--- config.mk ---
export PLATFORM = sky130hd
export DESIGN_NAME = axis_circular_acq_ctrl
export DESIGN_NICKNAME = d
export VERILOG_FILES = /design/src/rtl/axis_circular_acq_ctrl.sv
export SDC_FILE = /design/constraint.sdc
export NUM_CORES = 1
export LEC_CHECK = 0
export CAP_MARGIN = 15
export CORE_ASPECT_RATIO = 1.5
export CORE_MARGIN = 2
export CORE_UTILIZATION = 48
export DETAILED_ROUTE_END_ITERATION = 10
export GPL_ROUTABILITY_DRIVEN = 0
export PLACE_DENSITY = 0.91
export SETUP_SLACK_MARGIN = 0.1
export SLEW_MARGIN = 20
export SYNTH_ARGS = -nofsm -noshare
export SYNTH_HDL_FRONTEND = slang
export SYNTH_SLANG_ARGS = --single-unit
--- constraint.sdc ---
create_clock -name aclk -period 4.8 [get_ports aclk]
set_input_delay 0.96 -clock aclk [delete_from_list [all_inputs] [get_ports aclk]]
set_output_delay 0.96 -clock aclk [all_outputs]
set_load 0.1 [all_outputs]
--- src/rtl/axis_circular_acq_ctrl.sv ---
// Acquisition sequencer for a circular pre/post-trigger packetizer and its RAM writer:
// reset -> pre-fill -> armed -> post-trigger -> drain -> done, with abort and optional auto re-arm.
module axis_circular_acq_ctrl #(
  parameter int CNTR_WIDTH   = 32,
  parameter int BUF_WIDTH    = 16,
  parameter int PHASE_WIDTH  = 32,
  parameter int RST_CYCLES   = 4,
  parameter int DRAIN_CYCLES = 16
) (
  input  logic                   aclk,
  input  logic                   aresetn,
  input  logic                   cfg_arm,
  input  logic                   cfg_abort,
  input  logic                   cfg_auto,
  input  logic                   cfg_ack,
  input  logic [CNTR_WIDTH-1:0]  cfg_pre,
  input  logic [CNTR_WIDTH-1:0]  cfg_post,
  input  logic                   cfg_trig_en,
  input  logic                   ext_trigger,
  input  logic                   sw_trigger,
  input  logic                   beat,
  input  logic [CNTR_WIDTH-1:0]  pkt_trigger_pos,
  input  logic                   pkt_complete,
  input  logic [PHASE_WIDTH-1:0] pkt_phase,
  output logic                   pkt_aresetn,
  output logic [CNTR_WIDTH-1:0]  pkt_cfg_data,
  output logic                   pkt_trigger,
  output logic [BUF_WIDTH-1:0]   start_pos,
  output logic [PHASE_WIDTH-1:0] trig_phase,
  output logic [31:0]            acq_count,
  output logic [2:0]             state,
  output logic                   busy,
  output logic                   done_irq,
  output logic                   cfg_error
);

  localparam logic [2:0] S_IDLE  = 3'd0;
  localparam logic [2:0] S_RST   = 3'd1;
  localparam logic [2:0] S_PRE   = 3'd2;
  localparam logic [2:0] S_ARMED = 3'd3;
  localparam logic [2:0] S_POST  = 3'd4;
  localparam logic [2:0] S_DRAIN = 3'd5;
  localparam logic [2:0] S_DONE  = 3'd6;

  localparam logic [CNTR_WIDTH:0]   BUF_DEPTH  = (CNTR_WIDTH+1)'(1) << BUF_WIDTH;
  localparam logic [CNTR_WIDTH-1:0] RST_LAST   = CNTR_WIDTH'(RST_CYCLES - 1);
  localparam logic [CNTR_WIDTH-1:0] DRAIN_LAST = CNTR_WIDTH'(DRAIN_CYCLES - 1);

  logic [2:0]            state_reg, state_next;
  logic [CNTR_WIDTH-1:0] cnt_reg;
  logic                  arm_prev_reg, ext_prev_reg;
  logic [CNTR_WIDTH:0]   cfg_sum;
  logic                  cfg_bad, arm_rise, ext_rise, trig_hit;
  logic                  rst_done, pre_done, drain_done, done_entry, capture;
  logic                  unused_pos_bits;

  // Sum is one bit wider than the counters so a huge pre+post cannot wrap into range.
  assign cfg_sum    = {1'b0, cfg_pre} + {1'b0, cfg_post};
  assign cfg_bad    = (cfg_sum > BUF_DEPTH) || (cfg_post == '0);
  assign arm_rise   = cfg_arm & ~arm_prev_reg;
  assign ext_rise   = ext_trigger & ~ext_prev_reg;
  assign trig_hit   = sw_trigger | (cfg_trig_en & ext_rise);
  assign rst_done   = (cnt_reg == RST_LAST);
  assign pre_done   = (cnt_reg == cfg_pre);
  assign drain_done = (cnt_reg == DRAIN_LAST);
  assign done_entry = (state_reg == S_DRAIN) && drain_done && !cfg_abort;
  assign capture    = (state_reg == S_POST) && pkt_complete && !cfg_abort;

  assign pkt_cfg_data    = cfg_post;
  assign state           = state_reg;
  assign busy            = (state_reg != S_IDLE);
  assign unused_pos_bits = ^pkt_trigger_pos[CNTR_WIDTH-1:BUF_WIDTH];

  always_ff @(posedge aclk) begin
    if (!aresetn) state_reg <= S_IDLE;
    else          state_reg <= state_next;
  end

  always_comb begin
    state_next = state_reg;
    if (cfg_abort) begin
      state_next = S_IDLE;
    end else begin
      case (state_reg)
        S_IDLE:  if (arm_rise && !cfg_bad) state_next = S_RST;
        S_RST:   if (rst_done)             state_next = S_PRE;
        S_PRE:   if (pre_done)             state_next = S_ARMED;
        S_ARMED: if (trig_hit)             state_next = S_POST;
        S_POST:  if (pkt_complete)         state_next = S_DRAIN;
        S_DRAIN: if (drain_done)           state_next = S_DONE;
        S_DONE: begin
          if (cfg_auto)     state_next = S_RST;
          else if (cfg_ack) state_next = S_IDLE;
        end
        default: state_next = S_IDLE;
      endcase
    end
  end

  always_comb begin
    pkt_aresetn = 1'b0;
    pkt_trigger = 1'b0;
    case (state_reg)
      S_PRE, S_ARMED, S_DONE: pkt_aresetn = 1'b1;
      S_POST, S_DRAIN: begin
        pkt_aresetn = 1'b1;
        pkt_trigger = 1'b1;
      end
      default: ;
    endcase
  end

  // One counter serves RST/DRAIN (cycles) and PRE (beats); it restarts on every state change.
  always_ff @(posedge aclk) begin
    if (!aresetn) begin
      cnt_reg <= '0;
    end else if (state_next != state_reg) begin
      cnt_reg <= '0;
    end else if (state_reg == S_PRE) begin
      cnt_reg <= cnt_reg + CNTR_WIDTH'(beat);
    end else if (state_reg == S_RST || state_reg == S_DRAIN) begin
      cnt_reg <= cnt_reg + 1'b1;
    end
  end

  always_ff @(posedge aclk) begin
    if (!aresetn) begin
      arm_prev_reg <= 1'b0;
      ext_prev_reg <= 1'b0;
      start_pos    <= '0;
      trig_phase   <= '0;
      acq_count    <= '0;
      done_irq     <= 1'b0;
      cfg_error    <= 1'b0;
    end else begin
      arm_prev_reg <= cfg_arm;
      ext_prev_reg <= ext_trigger;
      done_irq     <= done_entry;
      if (done_entry) acq_count <= acq_count + 32'd1;
      if (capture) begin
        start_pos  <= pkt_trigger_pos[BUF_WIDTH-1:0] - cfg_pre[BUF_WIDTH-1:0];
        trig_phase <= pkt_phase;
      end
      if (state_reg == S_IDLE && arm_rise && !cfg_abort) cfg_error <= cfg_bad;
    end
  end

endmodule
==> metrics.md, run 1 <==
| Metric | Value |
|---|---|
| Run status | complete, no violations |
| Register area | 0.00238 mm^2 |
| Die area | roughly 0.018 mm^2 |
| CTS tree | yes |
| Skew-Pair Late Insertion Delay | ~0.4 ns |
| Num CTS Buffers | 17 |
| CTS clk-pin slew, worst paths | 0.06 ns |
| Port buffer count | between 200 and 250 |
| Ys async rst share | 0% |
| Pwr dens | 261 mW/mm^2 |
| Die Ht | between 150 and 200 um |
| Slew Limit Headroom | between 20 and 30% |
| Critical Path End | cnt_reg[10] |
| Hold wc startpoint | trig_phase[19] |
| P&R area growth vs syn | 38.0% |
| Initial Util | between 40% and 50% |
| Post-DP HPWL | ~21 mm |
| Final wirelength | about 27 mm |
| Crit-path max FO | 6 |
| Top-area cell type share of the netlist area | about 29% |
| Seq cells post-synth | about 120 |
| Most common cell in the netlist | nand2_1 |
| Busiest grt layer | met2 |
| Worst vdd ir | 0.250 mV |
| DR WL/cell | ~18 um |
| TritonRoute pass-1 iters | 5 |
| TritonCTS Sinks | approximately 120 |
| Longest Clk Path Bufs | 2 |
| Worst-path cell chain | clkdlybuf4s50_1, ha_1, fa_1, a211oi_2, buf_4, a2111o_1, a2111oi_2, o2111ai_1, nor4_2, a31oi_1, or4_4, o31ai_2, nor3b_4, buf_6, clkbuf_16, nor2_2 |
| Largest area contributor in the netlist | dfxtp_1 |
| Ratio of cells with drive above 1 in the final layout | a little under an eighth |
| H-tree depth | 4 |
| Mapped Nets | about 1300 |
| DRC Markers | 0 |
| Core Area | around 0.017 mm^2 |
| Antenna violations before repair | 0 |
| Power Total | slightly below 3 mW |
| Rows | 58 |
| Iter 0 DRT Violations | ~800 |
| GR Util met3 | between 4 and 5% |
| Cell variety after synth | 72 |
| Instance count on the critical path | 16 |
| Share of synthesized area occupied by flip-flops and latches | approximately 29% |
| Gate count after technology mapping | 1068 |
| Antenna Cells | 0 |
| Final Hold Viols | 0 |
| Synth area leaders | dfxtp_1, ha_1, xnor2_1 |
| Final ANT Viol Nets | 0 |
| Cts hold-fix bufs | 0 |
| Cell family with most CP delay | compound AO/OA/AOI/OAI gates |
| Max-slew violation count | 0 |
| Post-Syn Area | approximately 0.0083 mm^2 |
| Type of origin of the critical path | input pin |
| R2R depth | 11 |
| Reg2reg end | acq_count[28] |
| Vias per inst | just under 6 |
| RSZ-0062 raised after global routing | no |
| First-pass GRT wire length | roughly 42 mm |
| Warnings, synthesis | 0 |
| Tot GR Track Use | between 20% and 30% |
| Fmax achieved | about 0.21 GHz |
| Pin count of the biggest net entering global routing | 46 |
| Crit-path slowest cell | or4_4 |
| R2R Path Start | state[2] |
| Setup-failing EPs final | 0 |
| Via count | 8962 |
| Ports | 259 |
| Number of flops mapped to enable cells by yosys | 0 |
| Synth cell count leaders | nand2_1, dfxtp_1, a21oi_1, nor2_1, xnor2_1 |
| Design area | about 0.011 mm^2 |
| Worst endpoint required time | ~5 ns |
| Final period utilization | a little over nine tenths |
| Max incr delay on CP | about 0.55 ns |
| Hold Path Class | flip-flop to flip-flop |
| Total Neg Setup Slack | 0 ns |
| Worst path bufs/invs | 4 |
| Setup CP Type | input pin to flip-flop |
| Actual slew at the worst max-slew pin | about 1.1 ns |
| Worst Setup SP | cfg_pre[0] |
| Grt ovf | 0 |
| Nets@finish | 1490 |
| Worst Setup End Kind | flip-flop |
| Setup slack, reg-to-reg | roughly 1.5 ns |
| Met1 Resource Use GR | 29.9% |
| Min Tclk post-route | ~4.7 ns |
| Placed inst area | 0.0108 mm^2 |
| Max Cap Viol | 0 |
| CP arrival | just under 5 ns |
| Post-synth top flop | dfxtp_1 |
| Final Skew | 0.0130 ns |
| Met2 usage in global routing | a little over half |
| Fillers | between 1000 and 1500 |
| Die X | 111 um |
| Avg Synthesized Cell Area | approximately 7.7 um^2 |
| Leakage | about 4.4 nW |
| Area of the multi-input gates | around 0.0053 mm^2 |
| Vias in the first global route | between 8000 and 9000 |
| Root buffer cell | clkbuf_16 |
-- kinds of logic (layout without fill, tap and decap cells) --
logic type / count (synthesis) / after routing / synth area share [%]
buf+inv: 121 / 365 / 7.57
compound gates: 220 / 220 / 16.9
mux: 7 / 7 / 0.862
xor+xnor: 110 / 110 / 11.7
fa+ha+maj: 52 / 52 / 8.05
flops: 119 / 119 / 28.8
simple gates: 439 / 439 / 26.2
-- worst min path at each step --
stage | end | slack (ns) | cells after the start
2_1_floorplan | cnt_reg[0] | 0.53 | 2
3_3_place_gp | start_pos[3] | 0.44 | 2
3_5_place_dp | start_pos[4] | 0.45 | 2
4_1_cts | start_pos[4] | 0.45 | 2
5_1_grt | start_pos[4] | 0.47 | 2
6_report | trig_phase[19] | 0.45 | 2
-- through the flow --
step,setup slack (ns),hold WS [ns],utilization (%),std cells
after floorplan,0.531,0.530,-,1068
after detailed placement,-0.317,0.446,63.9,1487
after global routing,0.0809,0.473,67.8,1522
after global placement,-0.232,0.438,63.9,1487
after CTS,0.147,0.453,67.4,1519
final,0.137,0.451,67.8,1522
-- routing by layer --
metal  part of all wire, %  vias up
li1                      -     4228
met1                    36     4127
met2                    51      472
met3                   7.0      135
met4                   6.0        0
met5                     0        -
-- repair_timing --
item,4_1_cts,5_1_grt
resized for setup,1,5
buffers inserted,0,1
pin swaps,0,3
endpoints found under the hold margin,0,0
gates cloned,0,2
endpoints found under the setup margin,1,32
-- worst min-delay path, cell delays in order, from the launching register on --
cell and delay [ns]:
dfxtp_1 0.31, nand2_1 0.05, a21oi_1 0.05
-- power breakdown --
| part | leakage, nW | switching (mW) | internal (mW) |
|---|---|---|---|
| clock | 0.283 | 0.524 | 0.736 |
| sequential | 0.959 | 0.000574 | 0.989 |
| combinational | 3.14 | 0.426 | 0.299 |
-- placed cells by master (no fill, tap or decap), drive strengths merged, types with 26 or more instances in the layout --
cell type,count
nor2,104
o21ai,40
a21oi,88
dfxtp,119
inv,52
ha,50
buf,80
xor2,48
nand2,141
nand3,41
clkdlybuf4s50,210
nand4,31
nor4,26
xnor2,62
-- layout make-up --
class,instances,share of cell area (%)
Clock buffer,17,3.73
Timing Repair Buffer,291,24.1
Inverter,42,1.38
Multi-Input combinational cell,828,46.2
Clock inverter,15,1.37
Sequential cell,119,20.9
Tap cell,210,2.30
(Power assumes the default switching activity.)
==> run 2, diff against run 1 <==
Settings changed: RECOVER_POWER set to 100.
==> metrics.md, run 2 (same netlist as run 1, synthesis figures left out) <==
| Metric | Value |
|---|---|
| Hold Path Class | flip-flop to flip-flop (unchanged) |
| Type of origin of the critical path | input pin (unchanged) |
| Post-DP HPWL | 20.6 mm (unchanged) |
| Internal power | 2.01 mW (was 2.02 mW) |
| Pin count of the biggest net entering global routing | 46 (unchanged) |
| Leakage | 4.56 nW (was 4.38 nW) |
| Cts hold-fix bufs | 0 (unchanged) |
| DRC Markers | 0 (unchanged) |
| Port buffer count | 242 (unchanged) |
| Skew-Pair Late Insertion Delay | 0.41 ns (about the same) |
| Total Neg Setup Slack | 0 ns (unchanged) |
| Post-Layout Cell Count | 1522 (unchanged) |
| CTS clk-pin slew, worst paths | 0.06 ns (about the same) |
| Worst endpoint required time | 5.10 ns (about the same) |
| Max incr delay on CP | 0.58 ns (was 0.55 ns) |
| Rows | 58 (unchanged) |
| Worst vdd ir | 0.251 mV (was 0.250 mV) |
| Max Cap Viol | 0 (unchanged) |
| Iter 0 DRT Violations | 809 (was 799) |
| Slew Limit Headroom | 5.44% (was 29.8%) |
| Pwr dens | 263 mW/mm^2 (was 261 mW/mm^2) |
| Part of the power in registers | 33.4% (was 33.3%) |
| Worst Setup SP | cfg_pre[0] (unchanged) |
| Min Tclk post-route | 4.71 ns (was 4.66 ns) |
| Switching power | 0.952 mW (was 0.950 mW) |
| Switching part of the total | 32.1% (was 31.9%) |
| Run status | complete, no violations (unchanged) |
| Placed insts | 1487 (unchanged) |
| Antenna violations before repair | 0 (unchanged) |
| Vias in the first global route | 8701 (unchanged) |
| Final period utilization | 98.2% (was 97.1%) |
| Fmax achieved | 0.212 GHz (was 0.214 GHz) |
| Final wirelength | 27.2 mm (was 27.1 mm) |
| DR WL/cell | 17.9 um (was 17.8 um) |
| H-tree depth | 4 (unchanged) |
| CP arrival | 5.02 ns (was 4.96 ns) |
| Longest Clk Path Bufs | 2 (unchanged) |
| Crit-path max FO | 6 (unchanged) |
| First-pass GRT wire length | 41.8 mm (unchanged) |
| Ratio of cells with drive above 1 in the final layout | 8.16% (was 11.7%) |
| Most frequent cells in the layout | nand2_1, clkdlybuf4s50_1, dfxtp_1 (was clkdlybuf4s50_1, nand2_1, dfxtp_1) |
| Clock group share of total power | 42.6% (was 42.3%) |
| Core Area | 0.0168 mm^2 (unchanged) |
| Comb pwr share | 23.9% (was 24.4%) |
| Cell family with most CP delay | compound AO/OA/AOI/OAI gates (unchanged) |
| Tot GR Track Use | 28.1% (unchanged) |
| Die area | 0.0183 mm^2 (unchanged) |
| Via count | 9016 (was 8962) |
| CTS tree | yes (unchanged) |
| Setup-failing EPs final | 0 (unchanged) |
| Worst path bufs/invs | 4 (unchanged) |
| Die Ht | 165 um (unchanged) |
| Nets@finish | 1490 (unchanged) |
| Final ANT Viol Nets | 0 (unchanged) |
| Num CTS Buffers | 17 (unchanged) |
| RSZ-0062 raised after global routing | no (unchanged) |
| Initial Util | 49.1% (unchanged) |
| Final Hold Viols | 0 (unchanged) |
| Worst Setup End Kind | flip-flop (unchanged) |
| Antenna Cells | 0 (unchanged) |
| Worst-path cell chain | clkdlybuf4s50_1, ha_1, fa_1, a211oi_2, buf_4, a2111o_1, a2111oi_2, o2111ai_1, nor4_2, a31oi_1, or4_1, o31ai_2, nor3b_4, buf_6, clkbuf_16, nor2_2 (was clkdlybuf4s50_1, ha_1, fa_1, a211oi_2, buf_4, a2111o_1, a2111oi_2, o2111ai_1, nor4_2, a31oi_1, or4_4, o31ai_2, nor3b_4, buf_6, clkbuf_16, nor2_2) |
| Commonest non-fill, non-tap cell in the layout | nand2_1 (was clkdlybuf4s50_1) |
| Root buffer cell | clkbuf_16 (unchanged) |
| Die X | 111 um (unchanged) |
| Ports | 259 (unchanged) |
| Setup CP Type | input pin to flip-flop (unchanged) |
| Power Total | 2.96 mW (was 2.97 mW) |
| Max-slew violation count | 0 (unchanged) |
| Crit-path slowest cell | or4_1 (was or4_4) |
| R2R Path Start | state[2] (unchanged) |
| Actual slew at the worst max-slew pin | 1.42 ns (was 1.05 ns) |
| TritonCTS Sinks | 119 (unchanged) |
| Hold wc startpoint | trig_phase[26] (was trig_phase[19]) |
| Grt ovf | 0 (unchanged) |
| P&R area growth vs syn | 36.1% (was 38.0%) |
| Final Skew | 0.0133 ns (was 0.0130 ns) |
| TritonRoute pass-1 iters | 5 (unchanged) |
| Vias per inst | 5.92 (was 5.89) |
[run 2: changes by cell type in the layout (fill, tap and decap cells not counted), sizes merged]
cell           previous run  this run
buf                      80        42
clkbuf                   18        56
clkdlybuf4s50           210       120
dlygate4sd3               0        90
[run 2: tightest hold or removal path, cell delays in order (launching register included)]
cell     delay, ns
dfxtp_1       0.30
nand2_1       0.05
a21oi_1       0.05
[run 2: area by class of cell]
type | count | area (um^2)
multi-input cells | 828 | 5260
well taps | 210 | 263
repair buffers | 291 | 2610
clock buffers | 17 | 425
fillers | 1370 | 5580
flip-flops and latches | 119 | 2380
inverters | 42 | 158
clock inverters | 15 | 156
[run 2: routing by layer]
layer | share of wire, % | track usage, %
met3 | 6.6 | 4.77
met1 | 37 | 29.9
met4 | 5.8 | 15.1
met2 | 51 | 52.6
met5 | 0 | 0
[run 2: power by group through the flow]
stage	sequential, mW	clock [mW]	combinational, mW
after detailed placement	1.01	0	0.690
after CTS	0.990	1.27	0.697
final	0.989	1.26	0.708
after global placement	1.01	0	0.677
after floorplan	1.02	0	0.449
after global routing	0.989	1.31	0.750
[run 2: timing repair]
item	CTS	global route
buffers inserted	0	1
pin swaps	0	3
resized for setup	1	5
endpoints found under the setup margin	1	32
gates cloned	0	2
[run 2: through the flow]
stage	setup WS (ns)	cell area [um^2]	hold slack, ns	utilization (%)
finish	0.0871	11300	0.448	66.8
global route	0.0438	11300	0.470	66.8
CTS	0.147	11400	0.453	67.4
detailed placement	-0.317	10800	0.446	63.9
global placement	-0.232	10800	0.438	63.9
floorplan	0.531	8270	0.530	-
[run 2: final timing paths]
| check | endpoint | slack [ns] | cells past startpoint |
|---|---|---|---|
| max | cnt_reg[10] | 0.09 | 16 |
| min | trig_phase[26] | 0.45 | 2 |
| max reg2reg | acq_count[28] | 1.05 | 11 |
| min reg2reg | trig_phase[26] | 0.45 | 2 |
==> run 3, diff against run 2 <==
Settings changed: CORE_UTILIZATION 48 to 35, PLACE_DENSITY 0.91 to 0.72.
Clock period 4.8 ns to 5.7 ns, I/O delays scaled along.
==> metrics.md, run 3 (same netlist as run 1, synthesis figures left out) <==
| Metric | Value |
|---|---|
| Run status | complete, but fails checks (was complete, no violations) |
| Failing checks | max-capacitance violations, max-slew violations |
| Post-DP HPWL | 20.4 mm (was 20.6 mm) |
| RSZ-0062 raised after global routing | no (unchanged) |
| Crit-path slowest cell | dlygate4sd3_1 (was or4_1) |
| Max-slew violation count | 54 (was 0) |
| CTS clk-pin slew, worst paths | 0.06 ns (about the same) |
| Worst vdd ir | 0.144 mV (was 0.251 mV) |
| Most frequent cells in the layout | nand2_1, dlygate4sd3_1, dfxtp_1 (was nand2_1, clkdlybuf4s50_1, dfxtp_1) |
| Initial Util | 35.7% (was 49.1%) |
| Crit-path max FO | 32 (was 6) |
| Setup slack, reg-to-reg | 1.89 ns (was 1.05 ns) |
| First-pass GRT wire length | 40.1 mm (was 41.8 mm) |
| Core Area | 0.0231 mm^2 (was 0.0168 mm^2) |
| Final ANT Viol Nets | 0 (unchanged) |
| # resized after CTS | 0 (was 1) |
| TritonRoute pass-1 iters | 6 (was 5) |
| Port buffer count | 242 (unchanged) |
| Longest Clk Path Bufs | 2 (unchanged) |
| Part of the power in registers | 34.1% (was 33.4%) |
| Comb pwr share | 23.0% (was 23.9%) |
| Vias in the first global route | 8020 (was 8701) |
| R2R Path Start | state[0] (was state[2]) |
| Cts hold-fix bufs | 0 (unchanged) |
| Fmax achieved | between 0.15 and 0.2 GHz |
| Reg2reg end | cnt_reg[28] (was acq_count[28]) |
| Slew Limit Headroom | -61.1% (was 5.44%) |
| Ports | 259 (unchanged) |
| Hold Path Class | flip-flop to flip-flop (unchanged) |
| Commonest non-fill, non-tap cell in the layout | nand2_1 (unchanged) |
| DR WL/cell | 16.3 um (was 17.9 um) |
| CTS tree | yes (unchanged) |
| Max Cap Viol | 1 (was 0) |
| Type of origin of the critical path | input pin (unchanged) |
| TritonCTS Sinks | 119 (unchanged) |
| Root buffer cell | clkbuf_16 (unchanged) |
| Leakage | 4.43 nW (was 4.56 nW) |
| Setup ws final | 0.653 ns (was 0.0871 ns) |
| Ratio of cells with drive above 1 in the final layout | 4.09% (was 8.16%) |
| Antenna violations before repair | 0 (unchanged) |
| Setup-failing EPs final | 0 (unchanged) |
| Tot GR Track Use | 20.1% (was 28.1%) |
| Grt ovf | 0 (unchanged) |
| Skew-Pair Late Insertion Delay | 0.41 ns (about the same) |
| Worst endpoint required time | 6.00 ns (was 5.10 ns) |
| Worst Setup End Kind | flip-flop (unchanged) |
| Die X | 130 um (was 111 um) |
| Switching part of the total | 31.5% (was 32.1%) |
| Die Ht | 192 um (was 165 um) |
| Die area | 0.0249 mm^2 (was 0.0183 mm^2) |
| CP arrival | 5.34 ns (was 5.02 ns) |
| Switching power | 0.770 mW (was 0.952 mW) |
| Final Hold Viols | 0 (unchanged) |
| Num CTS Buffers | 17 (unchanged) |
| Final Skew | 0.00883 ns (was 0.0133 ns) |
| Nets@finish | 1449 (was 1490) |
| Final period utilization | 88.5% |
| R2R depth | 11 (unchanged) |
| Worst Setup SP | cfg_pre[0] (unchanged) |
| Pre-CTS setup slack | 0.409 ns (was -0.317 ns) |
| Final wirelength | 25.9 mm (was 27.2 mm) |
| Clock group share of total power | 42.9% (was 42.6%) |
| Vias per inst | 5.33 (was 5.92) |
| Rows | 68 (was 58) |
| Pwr dens | 219 mW/mm^2 (was 263 mW/mm^2) |
| H-tree depth | 4 (unchanged) |
| Min Tclk post-route | ~5 ns |
| Total Neg Setup Slack | 0 ns (unchanged) |
| Actual slew at the worst max-slew pin | 2.42 ns (was 1.42 ns) |
| Max incr delay on CP | 0.60 ns (was 0.58 ns) |
| Pin count of the biggest net entering global routing | 54 (was 46) |
| Post-CTS Setup Repair Bufs | 0 (unchanged) |
| DRC Markers | 0 (unchanged) |
| Critical Path End | cnt_reg[28] (was cnt_reg[10]) |
| Internal power | 1.68 mW (was 2.01 mW) |
| Via count | 8467 (was 9016) |
| P&R area growth vs syn | 35.4% (was 36.1%) |
| Iter 0 DRT Violations | 470 (was 809) |
| Worst-path cell chain | dlygate4sd3_1, ha_1, fa_1, a211oi_2, o221ai_1, a2111oi_2, o2111ai_1, nor4_1, a31oi_1, or4_1, o31ai_1, nor3b_1, buf_12, nor2_1 (was clkdlybuf4s50_1, ha_1, fa_1, a211oi_2, buf_4, a2111o_1, a2111oi_2, o2111ai_1, nor4_2, a31oi_1, or4_1, o31ai_2, nor3b_4, buf_6, clkbuf_16, nor2_2) |
| Setup CP Type | input pin to flip-flop (unchanged) |
[run 3: cell types whose count changed in the layout (fill, tap and decap cells not counted), moves of 2 or more]
cell / previous run / this run
nor2_2: 14 / 2
dlygate4sd3_1: 90 / 124
clkinvlp_4: 2 / 5
clkdlybuf4s50_1: 120 / 118
inv_8: 4 / 1
diode_2: 0 / 2
nor2_1: 90 / 102
o31ai_1: 3 / 5
buf_6: 3 / 0
buf_4: 38 / 3
clkbuf_1: 38 / 4
o31ai_2: 2 / 0
[run 3: through the flow]
| stage | hold slack (ns) | area [um^2] | std cells | power (mW) | util (%) |
|---|---|---|---|---|---|
| detailed placement | 0.445 | 10700 | 1554 | 1.42 | 46.2 |
| floorplan | 0.530 | 8270 | 1068 | 1.23 | - |
| global route | 0.464 | 11200 | 1586 | 2.55 | 48.4 |
| finish | 0.448 | 11200 | 1588 | 2.45 | 48.4 |
| CTS | 0.454 | 11300 | 1586 | 2.48 | 48.7 |
| global placement | 0.441 | 10700 | 1554 | 1.41 | 46.2 |
[run 3: area by class of cell]
| cell class | count | area (um^2) |
|---|---|---|
| Antenna cell | 2 | 5.00 |
| Clock buffer | 18 | 439 |
| Clock inverter | 14 | 140 |
| Fill cell | 2338 | 11900 |
| Inverter | 42 | 158 |
| Multi-Input combinational cell | 828 | 5200 |
| Sequential cell | 119 | 2380 |
| Tap cell | 315 | 394 |
| Timing Repair Buffer | 250 | 2480 |
[run 3: power groups by stage]
stage / registers, mW / clock network, mW / logic, mW
after floorplan: 0.855 / 0 / 0.378
after global placement: 0.852 / 0 / 0.559
after detailed placement: 0.852 / 0 / 0.564
after CTS: 0.833 / 1.07 / 0.567
after global routing: 0.833 / 1.11 / 0.603
final: 0.834 / 1.05 / 0.563
[run 3: worst max-delay path: cells and delay by family]
kind / cells / cell delay [ns]
fa+ha+maj: 2 / 0.68
simple gates: 4 / 1.29
buf+inv: 2 / 0.84
compound gates: 6 / 1.37
[run 3: how the worst min path moves through the flow]
stage	from	endpoint	slack (ns)	cells past startpoint
2_1_floorplan	cnt_reg[0]	cnt_reg[0]	0.53	2
3_3_place_gp	trig_phase[5]	trig_phase[5]	0.44	2
3_5_place_dp	trig_phase[15]	trig_phase[15]	0.45	2
4_1_cts	trig_phase[21]	trig_phase[21]	0.45	2
5_1_grt	trig_phase[15]	trig_phase[15]	0.46	2
6_report	trig_phase[21]	trig_phase[21]	0.45	2
[run 3: layer usage]
| layer | GRT usage, % | vias up | share of wire (%) |
|---|---|---|---|
| met5 | 0 | - | 0 |
| met4 | 8.31 | 0 | 3.0 |
| met3 | 3.08 | 51 | 6.1 |
| met2 | 36.7 | 325 | 51 |
| met1 | 23.0 | 3945 | 40 |
| li1 | - | 4146 | - |
